===== src/rtl/registers_writeback.sv =====
// registers_writeback: register-file write-port initiator.
// Merges single-cycle ALU results with in-order load responses, keeps a FIFO
// of destination indices for loads in flight, and reports which source
// registers still await a load so the core can stall.
module registers_writeback #(
    parameter int ADDR_WIDTH = 5,
    parameter int WIDTH      = 32,
    parameter int DEPTH      = 4
) (
    input  logic                       clk,
    input  logic                       rst,
    input  logic                       alu_valid,
    output logic                       alu_ready,
    input  logic [ADDR_WIDTH-1:0]      alu_rd,
    input  logic [WIDTH-1:0]           alu_data,
    input  logic                       ld_issue_valid,
    output logic                       ld_issue_ready,
    input  logic [ADDR_WIDTH-1:0]      ld_issue_rd,
    input  logic                       ld_resp_valid,
    input  logic [WIDTH-1:0]           ld_resp_data,
    input  logic [ADDR_WIDTH-1:0]      rs1,
    input  logic [ADDR_WIDTH-1:0]      rs2,
    output logic                       rs1_busy,
    output logic                       rs2_busy,
    output logic [ADDR_WIDTH-1:0]      rd,
    output logic [WIDTH-1:0]           rd_wd,
    output logic                       rd_we,
    output logic [$clog2(DEPTH):0]     pending,
    output logic                       ld_err
);
    // Pointers carry one extra wrap bit so full and empty are distinguishable.
    localparam int PW = $clog2(DEPTH) + 1;
    localparam int IW = PW - 1;

    logic [ADDR_WIDTH-1:0] fifo_q [DEPTH];
    logic [PW-1:0]         head_q, head_d, tail_q, tail_d;
    logic [ADDR_WIDTH-1:0] rd_q, rd_d;
    logic [WIDTH-1:0]      rd_wd_q, rd_wd_d;
    logic                  rd_we_q, rd_we_d;
    logic                  ld_err_q, ld_err_d;

    logic                  full, empty, push, pop, alu_fire;
    logic [PW-1:0]         count;
    logic [ADDR_WIDTH-1:0] head_rd;
    logic [DEPTH-1:0]      match1, match2;

    assign empty    = (head_q == tail_q);
    assign full     = (head_q[PW-1] != tail_q[PW-1]) && (head_q[IW-1:0] == tail_q[IW-1:0]);
    assign count    = tail_q - head_q;
    assign head_rd  = fifo_q[head_q[IW-1:0]];

    // Ready signals depend only on state and the competing request, never on their own valid.
    assign ld_issue_ready = !full;
    assign alu_ready      = !ld_resp_valid;

    assign push     = ld_issue_valid && !full;
    assign pop      = ld_resp_valid && !empty;
    assign alu_fire = alu_valid && !ld_resp_valid;

    // Per-slot scoreboard match: a slot is live if it lies within [head, head+count).
    generate
        for (genvar gi = 0; gi < DEPTH; gi++) begin : g_slot
            localparam int unsigned SLOT = gi;
            logic [IW-1:0] ofs;
            logic          live;
            assign ofs         = IW'(SLOT) - head_q[IW-1:0];
            assign live        = ({1'b0, ofs} < count);
            assign match1[gi]  = live && (fifo_q[gi] == rs1);
            assign match2[gi]  = live && (fifo_q[gi] == rs2);
        end
    endgenerate

    // x0 is hardwired, so it is never reported as awaiting a load.
    assign rs1_busy = (|match1) && (rs1 != '0);
    assign rs2_busy = (|match2) && (rs2 != '0);

    // Next-state: pointers, write port (load response wins over ALU), sticky error.
    always_comb begin
        head_d   = head_q;
        tail_d   = tail_q;
        rd_d     = rd_q;
        rd_wd_d  = rd_wd_q;
        rd_we_d  = 1'b0;
        ld_err_d = ld_err_q;
        if (push) begin
            tail_d = tail_q + 1'b1;
        end
        if (pop) begin
            head_d  = head_q + 1'b1;
            rd_d    = head_rd;
            rd_wd_d = ld_resp_data;
            rd_we_d = (head_rd != '0);
        end else if (alu_fire) begin
            rd_d    = alu_rd;
            rd_wd_d = alu_data;
            rd_we_d = (alu_rd != '0);
        end
        if (ld_resp_valid && empty) begin
            ld_err_d = 1'b1;
        end
    end

    // FIFO storage of load destinations; contents are don't-care outside [head, tail).
    always_ff @(posedge clk) begin
        if (push) begin
            fifo_q[tail_q[IW-1:0]] <= ld_issue_rd;
        end
    end

    // State registers with synchronous reset; reset abandons any in-flight loads.
    always_ff @(posedge clk) begin
        if (rst) begin
            head_q   <= '0;
            tail_q   <= '0;
            rd_q     <= '0;
            rd_wd_q  <= '0;
            rd_we_q  <= 1'b0;
            ld_err_q <= 1'b0;
        end else begin
            head_q   <= head_d;
            tail_q   <= tail_d;
            rd_q     <= rd_d;
            rd_wd_q  <= rd_wd_d;
            rd_we_q  <= rd_we_d;
            ld_err_q <= ld_err_d;
        end
    end

    assign rd      = rd_q;
    assign rd_wd   = rd_wd_q;
    assign rd_we   = rd_we_q;
    assign pending = count;
    assign ld_err  = ld_err_q;

endmodule


===== config.mk =====
export PLATFORM = sky130hd
export DESIGN_NAME = registers_writeback
export DESIGN_NICKNAME = d
export VERILOG_FILES = /design/src/rtl/registers_writeback.sv
export SDC_FILE = /design/constraint.sdc
export NUM_CORES = 1
export LEC_CHECK = 0
export CORE_MARGIN = 5
export CORE_UTILIZATION = 45
export CTS_CLUSTER_SIZE = 8
export DETAILED_ROUTE_END_ITERATION = 7
export PLACE_DENSITY = 0.82
export SLEW_MARGIN = 25
export SYNTH_ARGS = -nofsm -noshare
export SYNTH_HDL_FRONTEND = slang
export SYNTH_SLANG_ARGS = --single-unit

===== constraint.sdc =====
create_clock -name clk -period 3.2 [get_ports clk]
set_input_delay 0.32 -clock clk [delete_from_list [all_inputs] [get_ports clk]]
set_output_delay 0.32 -clock clk [all_outputs]
set_load 0.1 [all_outputs]

==> parameters.txt <==
Parameter                              Value

Finish
  Layout overhead on the synthesized area    46.0%
  Diode count    0
  Ratio of cells with drive above 1 in the final layout    0.193
  Number of nets in the finished design    570
  Final design instance area without fill    between 5000 and 6000 um^2

Drt
  Total number of vias    approximately 3,000
  Total Wirelength    approximately 10000 um
  Detailed-router iteration count before antenna repair    4
  Mean routed wirelength per cell    approximately 17 um
  Drc violations    0
  Count of routing violations after the opening detailed-route iteration    ~100
  Antenna-violating nets left    0
  Vias per std cell    ~5.2

Clock network
  Maximum number of buffers from clock root to sink    2
  CTS tree    built
  H-tree level count    3
  Number of buffers inserted during clock tree synthesis    9
  Hold buffer count at cts    0
  Root Buffer    sky130_fd_sc_hd__clkbuf_8
  CTS sink cnt    67
  Source-to-sink clock delay at the later pin of the worst-skew pair    roughly 0.34 ns
  Clock transition at the registers of the reported paths    roughly 0.070 ns

Floorplan
  Die height    roughly 100 um
  Die span in x    just under 100 um
  Die footprint    slightly below 10,000 um^2
  Starting Density    0.462
  Number of placed I/O pins    around 140
  Standard-cell row count    32
  Core box area    between 7000 and 8000 um^2

Power and ir drop
  IR Drop Worst-Case VDD    between 300 and 400 uV
  Power density over cell area    between 600 and 700 nW/um^2
  Total power draw    3.43 mW
  P_leak    between 1.5 and 2 nW

Critical path
  Cell class contributing the biggest share of worst-path delay    adder cells
  Maximum net fanout on the critical path    5
  List of cells traversed by the critical path    inv_4 -> ha_4 -> inv_2 -> fa_2 -> inv_4 -> ha_4 -> o21ba_2 -> nor2_1 -> nor4_1 -> a31oi_1 -> a21oi_4 -> buf_12
  Category of the worst setup path capture point    output pin
  Category of the critical setup timing path    reg2out
  Critical Path RT    2.88 ns
  Buffer and inverter count on the worst path    4
  Critical path's slowest cell    sky130_fd_sc_hd__fa_2
  Crit path launch    tail_q[0]$_SDFFE_PP0P_
  Critical Path Source Type    register
  Startpoint of the worst-slack reg-to-reg timing path    head_q[1]$_SDFFE_PP0P_
  Largest stage delay, worst path    roughly 0.56 ns
  Data arrival time of the worst path    between 2 and 3 ns

Hold path
  Start point of the worst hold path    rd_wd[6]$_SDFFE_PP0P_
  Path category of the worst min-delay check    reg2reg

Synthesis
  Dominant register cell in the synthesized netlist    sky130_fd_sc_hd__dfxtp_1
  Syn Std Cell Area    about 3600 um^2
  Ys Warns    0
  Nets in the synthesized netlist    about 450
  Number of enable flip-flop cells after synthesis    20
  Most area-hungry cell type in the Yosys netlist    sky130_fd_sc_hd__dfxtp_1
  Most common library cells after synthesis    sky130_fd_sc_hd__dfxtp_1, sky130_fd_sc_hd__a22oi_1, sky130_fd_sc_hd__a21oi_1
  Number of instances in the synthesized netlist    about 350
  Register area share after synthesis    0.432
  Area share of the leading cell type in the synthesized netlist    0.264
  Cell variety after synth    34
  Most common cell in the synthesized netlist    sky130_fd_sc_hd__dfxtp_1
  Leading post-synthesis cells by cell area    sky130_fd_sc_hd__dfxtp_1, sky130_fd_sc_hd__edfxtp_1, sky130_fd_sc_hd__a22oi_1, sky130_fd_sc_hd__xnor2_1, sky130_fd_sc_hd__xor2_1
  Proportion of synthesized flip-flops having asynchronous set or reset    0
  Avg Cell Area, Syn    slightly above 10 um^2
  Register bit total from synthesis    between 60 and 70

STA
  Worst hold margin    0.457 ns
  Fin crit share    0.977
  Number of pins with negative max-slew slack in the final report    0
  Number of setup violations in the final report    0
  Total Negative Setup Slacks    0 ns
  Normalized max-slew margin    0.321
  FMAX    roughly 0.32 GHz
  Final Hold Fails    0
  Unrepaired setup endpoints after global routing    true
  Final critical-path required period    3.12 ns
  Tightest Pin Transition    1.02 ns
  Worst clock skew    approximately 0.0035 ns

GRT
  Grt ovf    0
  Antenna violations before repair    0
  Total track usage    0.200
  Pin count of the biggest net entering global routing    47
  Number of global-route vias before repair    ~3,200
  Global-route wire length before repair    15,900 um

Placed design
  Routability-driven placement congestion ratio    0.874
  Detailed placement HPWL    between 7000 and 8000 um
  Instance area at placement    a little under 5000 um^2
  Number of port buffers    between 100 and 150

Outcome
  Result of the run    finished clean

Run
  Count of maximum capacitance violations    0
## sequential cells by signal, summed over array words and instances (netlist names), named ones only
name,flops
rd_wd,32
fifo_q,20
rd,5
head_q,3
tail_q,3
ld_err,1
rd_we,1
## through the flow
| step | util | setup slack [ns] | std cells |
|---|---|---|---|
| 3_5_place_dp | 0.644 | 0.464 | 557 |
| 3_3_place_gp | 0.644 | 0.561 | 557 |
| 4_1_cts | 0.672 | 0.0830 | 573 |
| 2_1_floorplan | - | -0.0794 | 347 |
| 5_1_grt | 0.674 | -0.00840 | 573 |
| 6_report | 0.674 | 0.0752 | 573 |
## report_power, final
part / switching (mW) / internal (mW) / leakage [nW]
clock network: 0.319 / 0.440 / 0.106
registers: 0.0804 / 0.972 / 0.571
logic: 1.11 / 0.507 / 1.15
## worst paths after layout
check | to | slack (ns) | cells after the start
max | rs2_busy | 0.08 | 12
min reg2reg | rd_wd[6]$_SDFFE_PP0P_ | 0.46 | 2
max reg2reg | rd_wd[11]$_SDFFE_PP0P_ | 0.95 | 7
min | rd_wd[6]$_SDFFE_PP0P_ | 0.46 | 2
## worst register-to-register path, cell delays in order (launching register included)
cell and delay (ns):
sky130_fd_sc_hd__dfxtp_1 0.42, sky130_fd_sc_hd__inv_2 0.12, sky130_fd_sc_hd__ha_1 0.34, sky130_fd_sc_hd__nand2_1 0.09, sky130_fd_sc_hd__o21a_2 0.33, sky130_fd_sc_hd__nor2_8 0.57, sky130_fd_sc_hd__nand2_1 0.13, sky130_fd_sc_hd__a21oi_1 0.17
## routing by layer
layer | share of wire | routed length (um) | GRT usage
met5 | 0 | 0 | 0
met3 | 0.081 | 792 | 0.0566
met2 | 0.49 | 4800 | 0.343
met1 | 0.42 | 4130 | 0.244
met4 | 0.0087 | 85 | 0.0588
## final cells by class
| type | instances | area [um^2] |
|---|---|---|
| clock buffers | 10 | 128 |
| clock inverters | 6 | 90.1 |
| fillers | 580 | 2520 |
| inverters | 14 | 57.6 |
| multi-input cells | 238 | 1900 |
| flip-flops and latches | 67 | 1550 |
| well taps | 102 | 128 |
| repair buffers | 136 | 1360 |
## cells by family (layout without fill, tap and decap cells)
logic type,after synthesis,count (layout),synth area share
compound gates,90,90,0.178
xor+xnor,46,46,0.117
fa+ha+maj,15,15,0.0547
buf+inv,42,166,0.0649
flops,67,67,0.432
mux,5,5,0.0316
simple gates,82,82,0.122
## cells in the final DEF (no fill, tap or decap), drive strengths merged, types with 2 or more instances in the layout
master | synthesis | final
a21oi | 45 | 45
and2 | 4 | 4
nand2b | 3 | 3
ha | 14 | 14
a31oi | 5 | 5
inv | 14 | 14
nor2 | 16 | 16
mux4 | 5 | 5
nor3 | 2 | 2
clkbuf | 15 | 10
nand2 | 40 | 40
nor4 | 9 | 9
buf | 13 | 10
clkinv | 0 | 3
a22oi | 37 | 37
xnor2 | 23 | 23
or4 | 2 | 2
dfxtp | 47 | 47
clkdlybuf4s50 | 0 | 126
nand3 | 5 | 5
xor2 | 22 | 22
edfxtp | 20 | 20
bufinv | 0 | 2
## repair_timing
action | 4_1_cts | 5_1_grt
endpoints found under the setup margin | 0 | 2
buffers inserted | 0 | 0
gates resized for setup | 0 | 4
(Power assumes the default switching activity.)
